### src/rtl/wb_stage.sv
// wb_stage - writeback stage of the RV32I core.
//
// Accepts one retiring instruction per in_valid/in_ready handshake. ALU results
// are written to the register file on the cycle after acceptance. Loads park
// the stage in WAIT_LOAD until the data memory answers. The returned word is
// then aligned and extended and written one cycle later. If no answer arrives
// within LOAD_TIMEOUT cycles, the load is abandoned and a sticky fault is raised.
//
// Ports
//   clk, reset          rising-edge clock, synchronous active-high reset
//   in_valid/in_ready   retire handshake (ready only while IDLE)
//   in_rd, in_wen       destination register and its write enable
//   in_is_load          1 = result comes from memory, 0 = in_alu_result
//   in_funct3           load width / sign code
//   in_addr_lo          load byte address bits [1:0]
//   in_alu_result       result for non-load instructions
//   mem_rvalid          single-cycle load-data strobe
//   mem_rdata           raw aligned word from data memory
//   rf_we/rf_wa/rf_wdata registered register-file write port
//   pending_valid/rd    destination of an outstanding load, for hazard stalls
//   load_fault          sticky: a load timed out
//   spurious_rvalid     sticky: mem_rvalid arrived while not waiting
//   retire_count        number of completed instructions (wraps)

module wb_stage #(
    parameter int LOAD_TIMEOUT = 16,
    parameter int CNT_W        = 32
) (
    input  logic             clk,
    input  logic             reset,
    input  logic             in_valid,
    output logic             in_ready,
    input  logic [4:0]       in_rd,
    input  logic             in_wen,
    input  logic             in_is_load,
    input  logic [2:0]       in_funct3,
    input  logic [1:0]       in_addr_lo,
    input  logic [31:0]      in_alu_result,
    input  logic             mem_rvalid,
    input  logic [31:0]      mem_rdata,
    output logic             rf_we,
    output logic [4:0]       rf_wa,
    output logic [31:0]      rf_wdata,
    output logic             pending_valid,
    output logic [4:0]       pending_rd,
    output logic             load_fault,
    output logic             spurious_rvalid,
    output logic [CNT_W-1:0] retire_count
);

    typedef enum logic [0:0] {
        S_IDLE,
        S_WAIT_LOAD
    } state_t;

    // The wait counter starts at 0 in the first WAIT_LOAD cycle, so the last
    // cycle in which a response is still accepted is the one where it equals
    // LOAD_TIMEOUT-1.
    localparam logic [7:0] TIMEOUT_LAST = 8'(LOAD_TIMEOUT - 1);

    state_t             state_q, state_d;
    logic [7:0]         cnt_q, cnt_d;
    logic [4:0]         rd_q, rd_d;
    logic               wen_q, wen_d;
    logic [2:0]         funct3_q, funct3_d;
    logic [1:0]         addr_lo_q, addr_lo_d;
    logic               rf_we_q, rf_we_d;
    logic [4:0]         rf_wa_q, rf_wa_d;
    logic [31:0]        rf_wdata_q, rf_wdata_d;
    logic               load_fault_q, load_fault_d;
    logic               spurious_q, spurious_d;
    logic [CNT_W-1:0]   retire_q, retire_d;

    // Select the addressed byte/halfword and extend it according to funct3.
    // The halfword select uses only addr_lo[1]; misaligned halfwords are
    // not this stage's concern. Reserved codes behave like LW.
    function automatic logic [31:0] align_load(input logic [2:0]  f3,
                                               input logic [1:0]  a,
                                               input logic [31:0] d);
        logic [7:0]  b;
        logic [15:0] h;
        b = 8'(d >> {a, 3'b000});
        h = 16'(d >> {a[1], 4'b0000});
        case (f3)
            3'b000:  align_load = {{24{b[7]}}, b};
            3'b001:  align_load = {{16{h[15]}}, h};
            3'b100:  align_load = {24'b0, b};
            3'b101:  align_load = {16'b0, h};
            default: align_load = d;
        endcase
    endfunction

    // Next-state and write-port logic. The write enable defaults to 0 each
    // cycle, so every write is a single-cycle pulse. The address and data
    // only change when a write is actually issued, so they hold otherwise.
    always_comb begin
        state_d      = state_q;
        cnt_d        = cnt_q;
        rd_d         = rd_q;
        wen_d        = wen_q;
        funct3_d     = funct3_q;
        addr_lo_d    = addr_lo_q;
        rf_we_d      = 1'b0;
        rf_wa_d      = rf_wa_q;
        rf_wdata_d   = rf_wdata_q;
        load_fault_d = load_fault_q;
        spurious_d   = spurious_q | (mem_rvalid & (state_q == S_IDLE));
        retire_d     = retire_q;

        case (state_q)
            S_IDLE: begin
                if (in_valid) begin
                    if (in_is_load) begin
                        rd_d      = in_rd;
                        wen_d     = in_wen;
                        funct3_d  = in_funct3;
                        addr_lo_d = in_addr_lo;
                        cnt_d     = 8'd0;
                        state_d   = S_WAIT_LOAD;
                    end else begin
                        rf_we_d  = in_wen & (in_rd != 5'd0);
                        retire_d = retire_q + CNT_W'(1);
                        if (rf_we_d) begin
                            rf_wa_d    = in_rd;
                            rf_wdata_d = in_alu_result;
                        end
                    end
                end
            end
            S_WAIT_LOAD: begin
                cnt_d = cnt_q + 8'd1;
                // A response in the final allowed cycle wins over the timeout.
                if (mem_rvalid) begin
                    rf_we_d  = wen_q & (rd_q != 5'd0);
                    retire_d = retire_q + CNT_W'(1);
                    state_d  = S_IDLE;
                    if (rf_we_d) begin
                        rf_wa_d    = rd_q;
                        rf_wdata_d = align_load(funct3_q, addr_lo_q, mem_rdata);
                    end
                end else if (cnt_q == TIMEOUT_LAST) begin
                    load_fault_d = 1'b1;
                    state_d      = S_IDLE;
                end
            end
            default: state_d = S_IDLE;
        endcase
    end

    // State and output registers. Reset in WAIT_LOAD simply returns to IDLE,
    // which drops the outstanding load without a write.
    always_ff @(posedge clk) begin
        if (reset) begin
            state_q      <= S_IDLE;
            cnt_q        <= 8'd0;
            rd_q         <= 5'd0;
            wen_q        <= 1'b0;
            funct3_q     <= 3'd0;
            addr_lo_q    <= 2'd0;
            rf_we_q      <= 1'b0;
            rf_wa_q      <= 5'd0;
            rf_wdata_q   <= 32'd0;
            load_fault_q <= 1'b0;
            spurious_q   <= 1'b0;
            retire_q     <= '0;
        end else begin
            state_q      <= state_d;
            cnt_q        <= cnt_d;
            rd_q         <= rd_d;
            wen_q        <= wen_d;
            funct3_q     <= funct3_d;
            addr_lo_q    <= addr_lo_d;
            rf_we_q      <= rf_we_d;
            rf_wa_q      <= rf_wa_d;
            rf_wdata_q   <= rf_wdata_d;
            load_fault_q <= load_fault_d;
            spurious_q   <= spurious_d;
            retire_q     <= retire_d;
        end
    end

    // A load only counts as a pending hazard if it will really write a register.
    always_comb begin
        in_ready      = (state_q == S_IDLE);
        pending_valid = (state_q == S_WAIT_LOAD) & wen_q & (rd_q != 5'd0);
        pending_rd    = pending_valid ? rd_q : 5'd0;
    end

    assign rf_we           = rf_we_q;
    assign rf_wa           = rf_wa_q;
    assign rf_wdata        = rf_wdata_q;
    assign load_fault      = load_fault_q;
    assign spurious_rvalid = spurious_q;
    assign retire_count    = retire_q;

endmodule

### config.mk
export PLATFORM = sky130hd
export DESIGN_NAME = wb_stage
export DESIGN_NICKNAME = d
export VERILOG_FILES = /design/src/rtl/wb_stage.sv
export SDC_FILE = /design/constraint.sdc
export NUM_CORES = 1
export LEC_CHECK = 0
export BUFFER_PORTS_ARGS = -buffer_cell sky130_fd_sc_hd__buf_2
export CAP_MARGIN = 0
export CORE_MARGIN = 5
export CORE_UTILIZATION = 46
export DETAILED_ROUTE_END_ITERATION = 7
export PLACE_DENSITY_LB_ADDON = 0.15
export SYNTH_ARGS = -nofsm -noshare
export SYNTH_HDL_FRONTEND = slang
export SYNTH_SLANG_ARGS = --single-unit
### constraint.sdc
create_clock -name clk -period 1.8 [get_ports clk]
set_clock_uncertainty 0.05 [all_clocks]
set_input_delay 0.09 -clock clk [delete_from_list [all_inputs] [get_ports clk]]
set_output_delay 0.09 -clock clk [all_outputs]
set_load 0.1 [all_outputs]
# After elaboration in Yosys (flattened, before gate mapping)
# Index checks and enable logic that the tools add are counted.
# W data, S select, Z words.
# op_classes
add_sub_neg	2
shift	2
n_reduce_logical	8
bitwise_logic	8
n_mux	30
eq_ne	10
# ops
operator	n
$mux W32	8
$pmux W32 S2	2
$pmux W32 S4	1
$add A32 B1 Y32 const B	1
$shr A32 B5 Y16	1
$shr A32 B5 Y8	1
$mux W5	6
$mux W8	2
$pmux W8 S2	1
$pmux W5 S2	1
$reduce_bool A5 Y1	2
$reduce_and A3 Y1	3
$add A8 B1 Y8 const B	1
$eq A8 B4 Y1 const B	1
$mux W1	7
$eq A3 B3 Y1 const B	2
$ne A2 B1 Y1 const B	3
$ne A2 B2 Y1 const B	3
$and A1 B1 Y1	5
$reduce_and A5 Y1	1
$pmux W1 S2	2
$eq A3 B1 Y1 const B	1
$logic_not A3 Y1	1
$not A1 Y1	2
other kinds (2)	2
# word_totals
out_inout_bits	79
reg_bits	92

# Logic depth before layout (Yosys ltp)
# Gate-level depths: netlist (run 1).
# depth
ltp_word	6
mapped_depth	8
ltp_nobuf	6

# Worst setup path before layout (run 1)
# Ideal clock, no wire load.
# synth_timing
path_type	register to register
from	register retire_q[3], in the netlist retire_count[3]
to	register retire_q[31], in the netlist retire_count[31]
slack_ns	-0.906
setup_ns	0.070
period_less_slack_ns	2.706
path_stages_with_launch	6
required_ns	1.680
t_arrival_ns	2.585
cell_sequence	dfxtp_1 -> and4_4 -> nand4_4 -> or3_4 -> or4_1 -> a21oi_1
# synth_between
elab_chain_cells	4
word_cells_on_any_way	5
# synth_lines
element	line_no	text
from (decl)	72	logic [CNT_W-1:0] retire_q, retire_d;
from (signal assigned)	178	retire_q <= retire_d;
$add A32 B1 Y32 *	122, 135	
$mux W32	113	if (in_is_load) begin
$mux W32	112	if (in_valid) begin
$pmux W32 S2 *	110	case (state_q)
# Mark *: on every way between the ends. The rest lies on a longest branch, timed or not. The select of a mux whose other input is x is not followed.
# A chain may end at the register's enable or synchronous reset.

# Worst setup path in the final report (run 1)
# layout_timing
from	register rd_q[0]
to	output port pending_valid
# layout_between
elab_chain_cells	2
# layout_lines
element	line_no	text
from (decl)	63	logic [4:0] rd_q, rd_d;
from (signal assigned)	169	rd_q <= rd_d;
$reduce_bool A5 Y1	185	pending_valid = (state_q == S_WAIT_LOAD) & wen_q & (rd_q != 5'd0);
$and A1 B1 Y1	185	
to (decl)	44	output logic pending_valid,
# Every way passes these cells.

==> results of run 1 <==
sequential cells by signal, indices dropped and copies added, names as in the netlist:
register,count
addr_lo_q,2
cnt_q,8
funct3_q,3
load_fault,1
rd_q,5
retire_count,32
rf_wa,5
rf_wdata,32
rf_we,1
spurious_rvalid,1
state_q,1
wen_q,1
through the flow:
step                      setup slack [ns]  setup TNS, ns  instance area (um2)
after floorplan                     -0.297          -1.23                 4860
after global placement              -0.101         -0.990                 6140
after CTS                          -0.0926          -1.84                 6590
after detailed placement            -0.131          -2.51                 6140
after global routing                -0.165          -5.20                 6790
final                               -0.104          -2.21                 6790
cells in the final DEF (no fill, tap or decap), types with 5 or more instances in the layout:
| cell type | instances |
|---|---|
| sky130_fd_sc_hd__and2_1 | 19 |
| sky130_fd_sc_hd__and3_1 | 8 |
| sky130_fd_sc_hd__buf_2 | 151 |
| sky130_fd_sc_hd__dlygate4sd3_1 | 12 |
| sky130_fd_sc_hd__mux2i_1 | 22 |
| sky130_fd_sc_hd__and3_4 | 5 |
| sky130_fd_sc_hd__o21ai_0 | 10 |
| sky130_fd_sc_hd__and4_1 | 5 |
| sky130_fd_sc_hd__nand3_1 | 17 |
| sky130_fd_sc_hd__xnor2_1 | 5 |
| sky130_fd_sc_hd__xor2_1 | 25 |
| sky130_fd_sc_hd__o22ai_1 | 7 |
| sky130_fd_sc_hd__buf_12 | 13 |
| sky130_fd_sc_hd__buf_4 | 42 |
| sky130_fd_sc_hd__o221ai_2 | 5 |
| sky130_fd_sc_hd__dfxtp_1 | 60 |
| sky130_fd_sc_hd__inv_1 | 5 |
| sky130_fd_sc_hd__a211oi_1 | 12 |
| sky130_fd_sc_hd__a21oi_2 | 8 |
| sky130_fd_sc_hd__nand4_1 | 17 |
| sky130_fd_sc_hd__dfxtp_4 | 17 |
| sky130_fd_sc_hd__nand2_1 | 74 |
| sky130_fd_sc_hd__dfxtp_2 | 15 |
| sky130_fd_sc_hd__a21oi_1 | 53 |
| sky130_fd_sc_hd__nor2_1 | 54 |
| sky130_fd_sc_hd__o221ai_1 | 26 |
| sky130_fd_sc_hd__nor4bb_1 | 8 |
| sky130_fd_sc_hd__clkbuf_8 | 9 |
how the worst max path moves through the flow:
stage	startpoint	to	slack (ns)
floorplan	retire_count[17]$_SDFFE_PP0P_	retire_count[31]$_SDFFE_PP0P_	-0.30
global placement	retire_count[16]$_SDFFE_PP0P_	retire_count[31]$_SDFFE_PP0P_	-0.10
detailed placement	retire_count[16]$_SDFFE_PP0P_	retire_count[31]$_SDFFE_PP0P_	-0.13
CTS	rd_q[0]$_SDFFE_PP0P_	pending_valid	-0.09
global route	rd_q[0]$_SDFFE_PP0P_	rf_wdata[7]$_SDFFE_PP0P_	-0.16
finish	rd_q[0]$_SDFFE_PP0P_	pending_valid	-0.10
cell type report:
cell class	instances	area [um2]	share of cell area, %
clock buffers	13	139	2.05
repair buffers	227	1630	24.0
clock inverters	3	40.0	0.590
flip-flops and latches	92	1920	28.4
multi-input cells	433	2870	42.2
well taps	136	170	2.51
inverters	5	18.8	0.277
what timing repair did:
item	in CTS	in global routing
setup endpoints to repair	40	43
buffers inserted	2	1
resized for setup	20	26
hold endpoints to repair	12	0
pin swaps	9	7
hold buffers	12	0
cloned	2	3
report_power, final:
group / switching [uW] / internal (uW) / leakage (uW) / total [uW]
registers: 38.5 / 2070 / 0.000767 / 2110
logic: 677 / 330 / 0.00203 / 1010
clock network: 698 / 642 / 0.0000914 / 1340
total: 1410 / 3040 / 0.00289 / 4450
worst max-delay path, delay by kind of cell (launching register included):
family / cells / cell delay, ns
buf+inv: 2 / 0.30
simple gates: 1 / 0.56
compound gates: 1 / 0.23
flops: 1 / 0.33
logic make-up (layout without fill, tap and decap cells):
group	count (synthesis)	in the layout	synth area share [%]
xor+xnor	30	30	5.56
mux	25	25	5.61
simple gates	241	241	26.5
compound gates	135	135	18.5
flops	92	92	39.0
fa+ha+maj	2	2	0.529
buf+inv	49	248	4.31
per-layer routing:
layer	vias up	global-route usage (%)
met5	-	0
met4	0	7.95
met3	35	5.43
met2	216	39.4
met1	2345	29.4
li1	2481	-
==> impl_metrics.ini, run 1 <==
[grt]
largest_net_degree_at_the_start_of_global_routing = 75
grt_overflow = 0
grt_first_pass_wirelength_um = 24300
vias_in_the_first_global_route = 4970
globalRouteTotalUtil_pct = 23.3
antenna_violations_before_repair = 0

[flow_run]
maxCapViolCount = 0

[placement]
placedCellCount = 873
gp_congestion = 0.943
detailed_place_hpwl_um = 10700
buffer_ports.inserted = 158

[sta]
finalSetupViolations = 39
unrepaired_setup_endpoints_after_global_routing = yes
setup_slack_after_layout_ns = -0.104
layout_worst_path_cycle_share_pct = 106
finalHoldViolations = 0
max_clock_freq_ghz = 0.525
max_slew.worst_pin.slew_ns = 0.506
worst_slew_margin_pct = 66.5
hold_slack_ns = 0.0241
finalMaxSlewViolations = 0
final_period_minus_worst_setup_slack_ns = 1.90

[outcome]
violations = negative setup slack
outcome = finished, violations left

[floorplanning]
dieArea_mm2 = 0.0124
core_area_mm2 = 0.0102
num_io_pins = 159
width_of_the_chip_um = 111
die_extent_in_y_um = 111
initial_utilization_pct = 46.4
rows = 37

[critical_path]
regToRegStartpoint = rd_q[0]$_SDFFE_PP0P_
critPathSlowestCell = sky130_fd_sc_hd__or4_4
cp_max_fo = 2
critical_path_class = register to output pin
cp.arrival_ns = 1.76
setup.reg_to_reg.worst_slack_ns = -0.09
worst-r2r-cell-count = 7
biggest_cell_delay_along_the_critical_path_ns = 0.56
timing.critical_path.from_type = register
crit_path_cell_trace = or4_4 -> buf_6 -> o211a_4 -> buf_12
endpoint_kind = output pin
worst-endpoint-required_ns = 1.66
timing.rr.end = rf_wdata[4]$_SDFFE_PP0P_

[synthesis]
synth.ff_latch_count = 92
netlist_area_mm2 = 0.00473
synth_fp_nets = 656
avgSynthCellArea_um2 = 8.24
yosys.area.top_type = sky130_fd_sc_hd__dfxtp_1
synth_enable_flop_cells = 0
synth.top_cells.by_area = sky130_fd_sc_hd__dfxtp_1, sky130_fd_sc_hd__a21oi_1, sky130_fd_sc_hd__nand2_1, sky130_fd_sc_hd__o221ai_1, sky130_fd_sc_hd__mux2i_1
yosys.cell_count.top_type = sky130_fd_sc_hd__dfxtp_1
postSynth.asyncResetShare_pct = 0
syn_inst = 574
synth_seq_area_share_pct = 39.0
yosys_warnings = 0
synth_top_area_share_pct = 39.0
synth.lib_cells_used.distinct = 52
synth.top_cells.by_count = sky130_fd_sc_hd__dfxtp_1, sky130_fd_sc_hd__nand2_1, sky130_fd_sc_hd__a21oi_1
synth_ff_type = sky130_fd_sc_hd__dfxtp_1

[clock_tree]
clock_tree.root_cell = sky130_fd_sc_hd__clkbuf_8
clk-insertion-delay-late_ns = 0.35
clock_sink_count = 92
tritoncts = built
cts_buffers = 9
cts-htree-levels = 3
clk_pin_slew_worst_paths_ns = 0.09
cts.path.max_buffers = 2

[power]
post-layout-total-power_uw = 4450
max-vdd-ir-drop_mv = 0.405
leakagePower_uw = 0.00289
power_density_mw_per_mm2 = 656

[drt]
route.met3.wl_um = 1060
drt_drc_violations_left = 0
drt_first_pass_iters = 5
highest_layer = met4
routedLengthMet1_um = 6260
drt_first_iter_violations = 282
vias = 5077
drt.antenna.violating_nets = 0
totalWireLength_um = 15100
avgViaCountPerCell = 5.59
routed_met2_length_um = 7390
routedWlPerCell_um = 16.7

[cells_and_area]
post_layout_nets = 850
drive_gt1_share_pct = 39.8
area_growth_syn_to_layout_pct = 43.5
number_of_inserted_diodes = 0
layoutNonFillerInstCount = 909
fillers = 839
core_utilization_of_the_finished_layout_pct = 66.6

[worst_hold_path]
min-delay-path-class = input port to register
beginning_of_the_worst_hold_path = in_alu_result[5]
timing.hold.worst_path_depth = 3
timing.hold.worst_endpoint = rf_wdata[5]$_SDFFE_PP0P_
No activity file was read; power rests on OpenSTA's default activity.
==> inputs of run 2 (changes only) <==
SETUP_SLACK_MARGIN = 0.02   (was default)
==> run 2 against run 1 <==
Critical path depth increased by 2. Power increased by 5.5%. Sequential power about the same. Utilization increased by 0.66 points. Sequential cell count unchanged. The run ends with negative hold slack, negative setup slack left. Critical endpoint is now rf_wdata[13]$_SDFFE_PP0P_. Non-clock buffer count increased by 3. Final area increased by 1.0%. Die area unchanged.
==> impl_metrics.ini, run 2 (synthesized netlist as in run 1, its figures left out) <==
[outcome]
outcome = finished, violations left
violations = negative hold slack, negative setup slack

[sta]
worst_slew_margin_pct = 66.9
final_period_minus_worst_setup_slack_ns = 1.85
layout_worst_path_cycle_share_pct = 103
finalMaxSlewViolations = 0
unrepaired_setup_endpoints_after_global_routing = yes
finalHoldViolations = 1
finalSetupViolations = 21
setup_slack_after_layout_ns = -0.0525
max_slew.worst_pin.slew_ns = 0.500
max_clock_freq_ghz = 0.540
hold_slack_ns = -0.000396

[critical_path]
cp.arrival_ns = 2.11
worst-r2r-cell-count = 6
crit_path_cell_trace = or4_4 -> o2111ai_4 -> and2_4 -> clkbuf_16 -> a21oi_2 -> a211oi_2
critPathSlowestCell = sky130_fd_sc_hd__or4_4
worst-endpoint-required_ns = 2.05
timing.critical_path.from_type = register
critical_path_class = register to register
cp_max_fo = 4
biggest_cell_delay_along_the_critical_path_ns = 0.55
endpoint_kind = register

[floorplanning]
core_area_mm2 = 0.0102
die_extent_in_y_um = 111
num_io_pins = 159
dieArea_mm2 = 0.0124
width_of_the_chip_um = 111
rows = 37
initial_utilization_pct = 46.4

[cells_and_area]
most_used_cells_in_the_layout_excluding_fill_and_tap_cells = sky130_fd_sc_hd__buf_2, sky130_fd_sc_hd__nand2_1, sky130_fd_sc_hd__dfxtp_1
post_layout_nets = 853
drive_gt1_share_pct = 44.1
core_utilization_of_the_finished_layout_pct = 67.3
fillers = 858
layout.cells.most_common = sky130_fd_sc_hd__buf_2
regArea_mm2 = 0.00193
multi_input_comb_area_mm2 = 0.00299
area_growth_syn_to_layout_pct = 45.0
number_of_inserted_diodes = 0

[grt]
grt_overflow = 0
antenna_violations_before_repair = 0
largest_net_degree_at_the_start_of_global_routing = 43
globalRouteTotalUtil_pct = 24.4
vias_in_the_first_global_route = 5080
grt_first_pass_wirelength_um = 25000

[power]
pwr-share-comb_pct = 21.5
cell_internal_pwr_uw = 3220
clkPwrFrac_pct = 33.6
switching_power_uw = 1480
max-vdd-ir-drop_mv = 0.344
seqPwrFrac_pct = 45.0
power_density_mw_per_mm2 = 686
leakagePower_uw = 0.00290
power.share.switching_pct = 31.5

[drt]
drt.antenna.violating_nets = 0
drt_drc_violations_left = 0
avgViaCountPerCell = 5.75
vias = 5240
totalWireLength_um = 16000
drt_first_iter_violations = 469
drt_first_pass_iters = 5
routedWlPerCell_um = 17.5

[clock_tree]
cts-htree-levels = 3
clock_sink_count = 92
cts.path.max_buffers = 2
clk-insertion-delay-late_ns = 0.38
clk_pin_slew_worst_paths_ns = 0.09
clock_tree.root_cell = sky130_fd_sc_hd__clkbuf_8
tritoncts = built
cts_buffers = 9

[worst_hold_path]
min-delay-path-class = input port to register
timing.hold.worst_path_depth = 3

[flow_run]
maxCapViolCount = 0

[placement]
detailed_place_hpwl_um = 11300
buffer_ports.inserted = 158
place_ws_ns = -0.137
gp_congestion = 0.909
==> run 2: cell types whose count changed in the layout (fill, tap and decap cells not counted), moves of 4 or more <==
cell                       delta
sky130_fd_sc_hd__a211oi_1     -5
sky130_fd_sc_hd__a211oi_2     +5
sky130_fd_sc_hd__a21oi_1     -18
sky130_fd_sc_hd__a21oi_2     +17
sky130_fd_sc_hd__buf_12       -5
sky130_fd_sc_hd__buf_4       +12
sky130_fd_sc_hd__clkbuf_1     -4
sky130_fd_sc_hd__clkbuf_8     +5
sky130_fd_sc_hd__nand2_1      -8
sky130_fd_sc_hd__nand2_4      +6
sky130_fd_sc_hd__o221ai_1     +5
sky130_fd_sc_hd__o221ai_2     -5
==> run 2: cell type report <==
class,instances,share of cell area [%]
clock buffer,14,2.81
clock inverter,2,0.566
inverter,5,0.329
multi-input combinational,433,43.7
sequential,92,28.1
tap,136,2.48
timing repair buffer,230,22.0
==> run 2: critical path: cells and delay by family (launching register included) <==
kind	cells	cell delay [ns]
and+or+nand+nor	2	0.80
AOI/OAI and AO/OA	3	0.43
DFF	1	0.33
buffers and inverters	1	0.17
==> run 2: power by group through the flow <==
stage	combinational (uW)	sequential [uW]	clock [uW]
6_report	1010	2110	1580
5_1_grt	1060	2120	1690
4_1_cts	967	2110	1600
3_5_place_dp	913	2160	0
3_3_place_gp	900	2150	0
2_1_floorplan	325	2460	0
==> run 2: path summary, 6_finish.rpt <==
| check | startpoint | end | slack (ns) |
|---|---|---|---|
| max | rd_q[1]$_SDFFE_PP0P_ | rf_wdata[13]$_SDFFE_PP0P_ | -0.05 |
| min | in_alu_result[0] | rf_wdata[0]$_SDFFE_PP0P_ | -0.0004 |
| max reg2reg | rd_q[1]$_SDFFE_PP0P_ | rf_wdata[13]$_SDFFE_PP0P_ | -0.05 |
| min reg2reg | rf_wdata[0]$_SDFFE_PP0P_ | rf_wdata[0]$_SDFFE_PP0P_ | 0.41 |
==> run 2: routing by layer <==
metal	share of wire, %	vias to the layer above	GRT usage [%]	wire length [um]
met1	42	2510	30.0	6680
met3	7.2	40	5.33	1150
li1	-	2482	-	-
met4	2.6	0	9.57	410
met2	48	208	41.7	7750
met5	0	-	0	0
==> run 2: stage by stage <==
| stage | cells | total power (uW) | instance area, um2 | hold WS [ns] | TNS [ns] |
|---|---|---|---|---|---|
| 2_1_floorplan | 574 | 2780 | 4900 | 0.168 | -1.02 |
| 3_3_place_gp | 875 | 3050 | 6100 | 0.297 | -0.143 |
| 3_5_place_dp | 875 | 3070 | 6100 | 0.305 | -0.748 |
| 4_1_cts | 911 | 4680 | 6640 | 0.00230 | -1.31 |
| 5_1_grt | 912 | 4870 | 6850 | 0.0169 | -2.83 |
| 6_report | 912 | 4700 | 6850 | -0.000396 | -0.355 |
==> run 2: timing repair <==
item                                    4_1_cts  5_1_grt
gates resized for setup                      21       58
gates cloned                                  2        2
endpoints found under the setup margin       42       56
hold buffers                                 13        0
buffers inserted                              5        1
pin swaps                                    10       20
hold endpoints to repair                     13        0
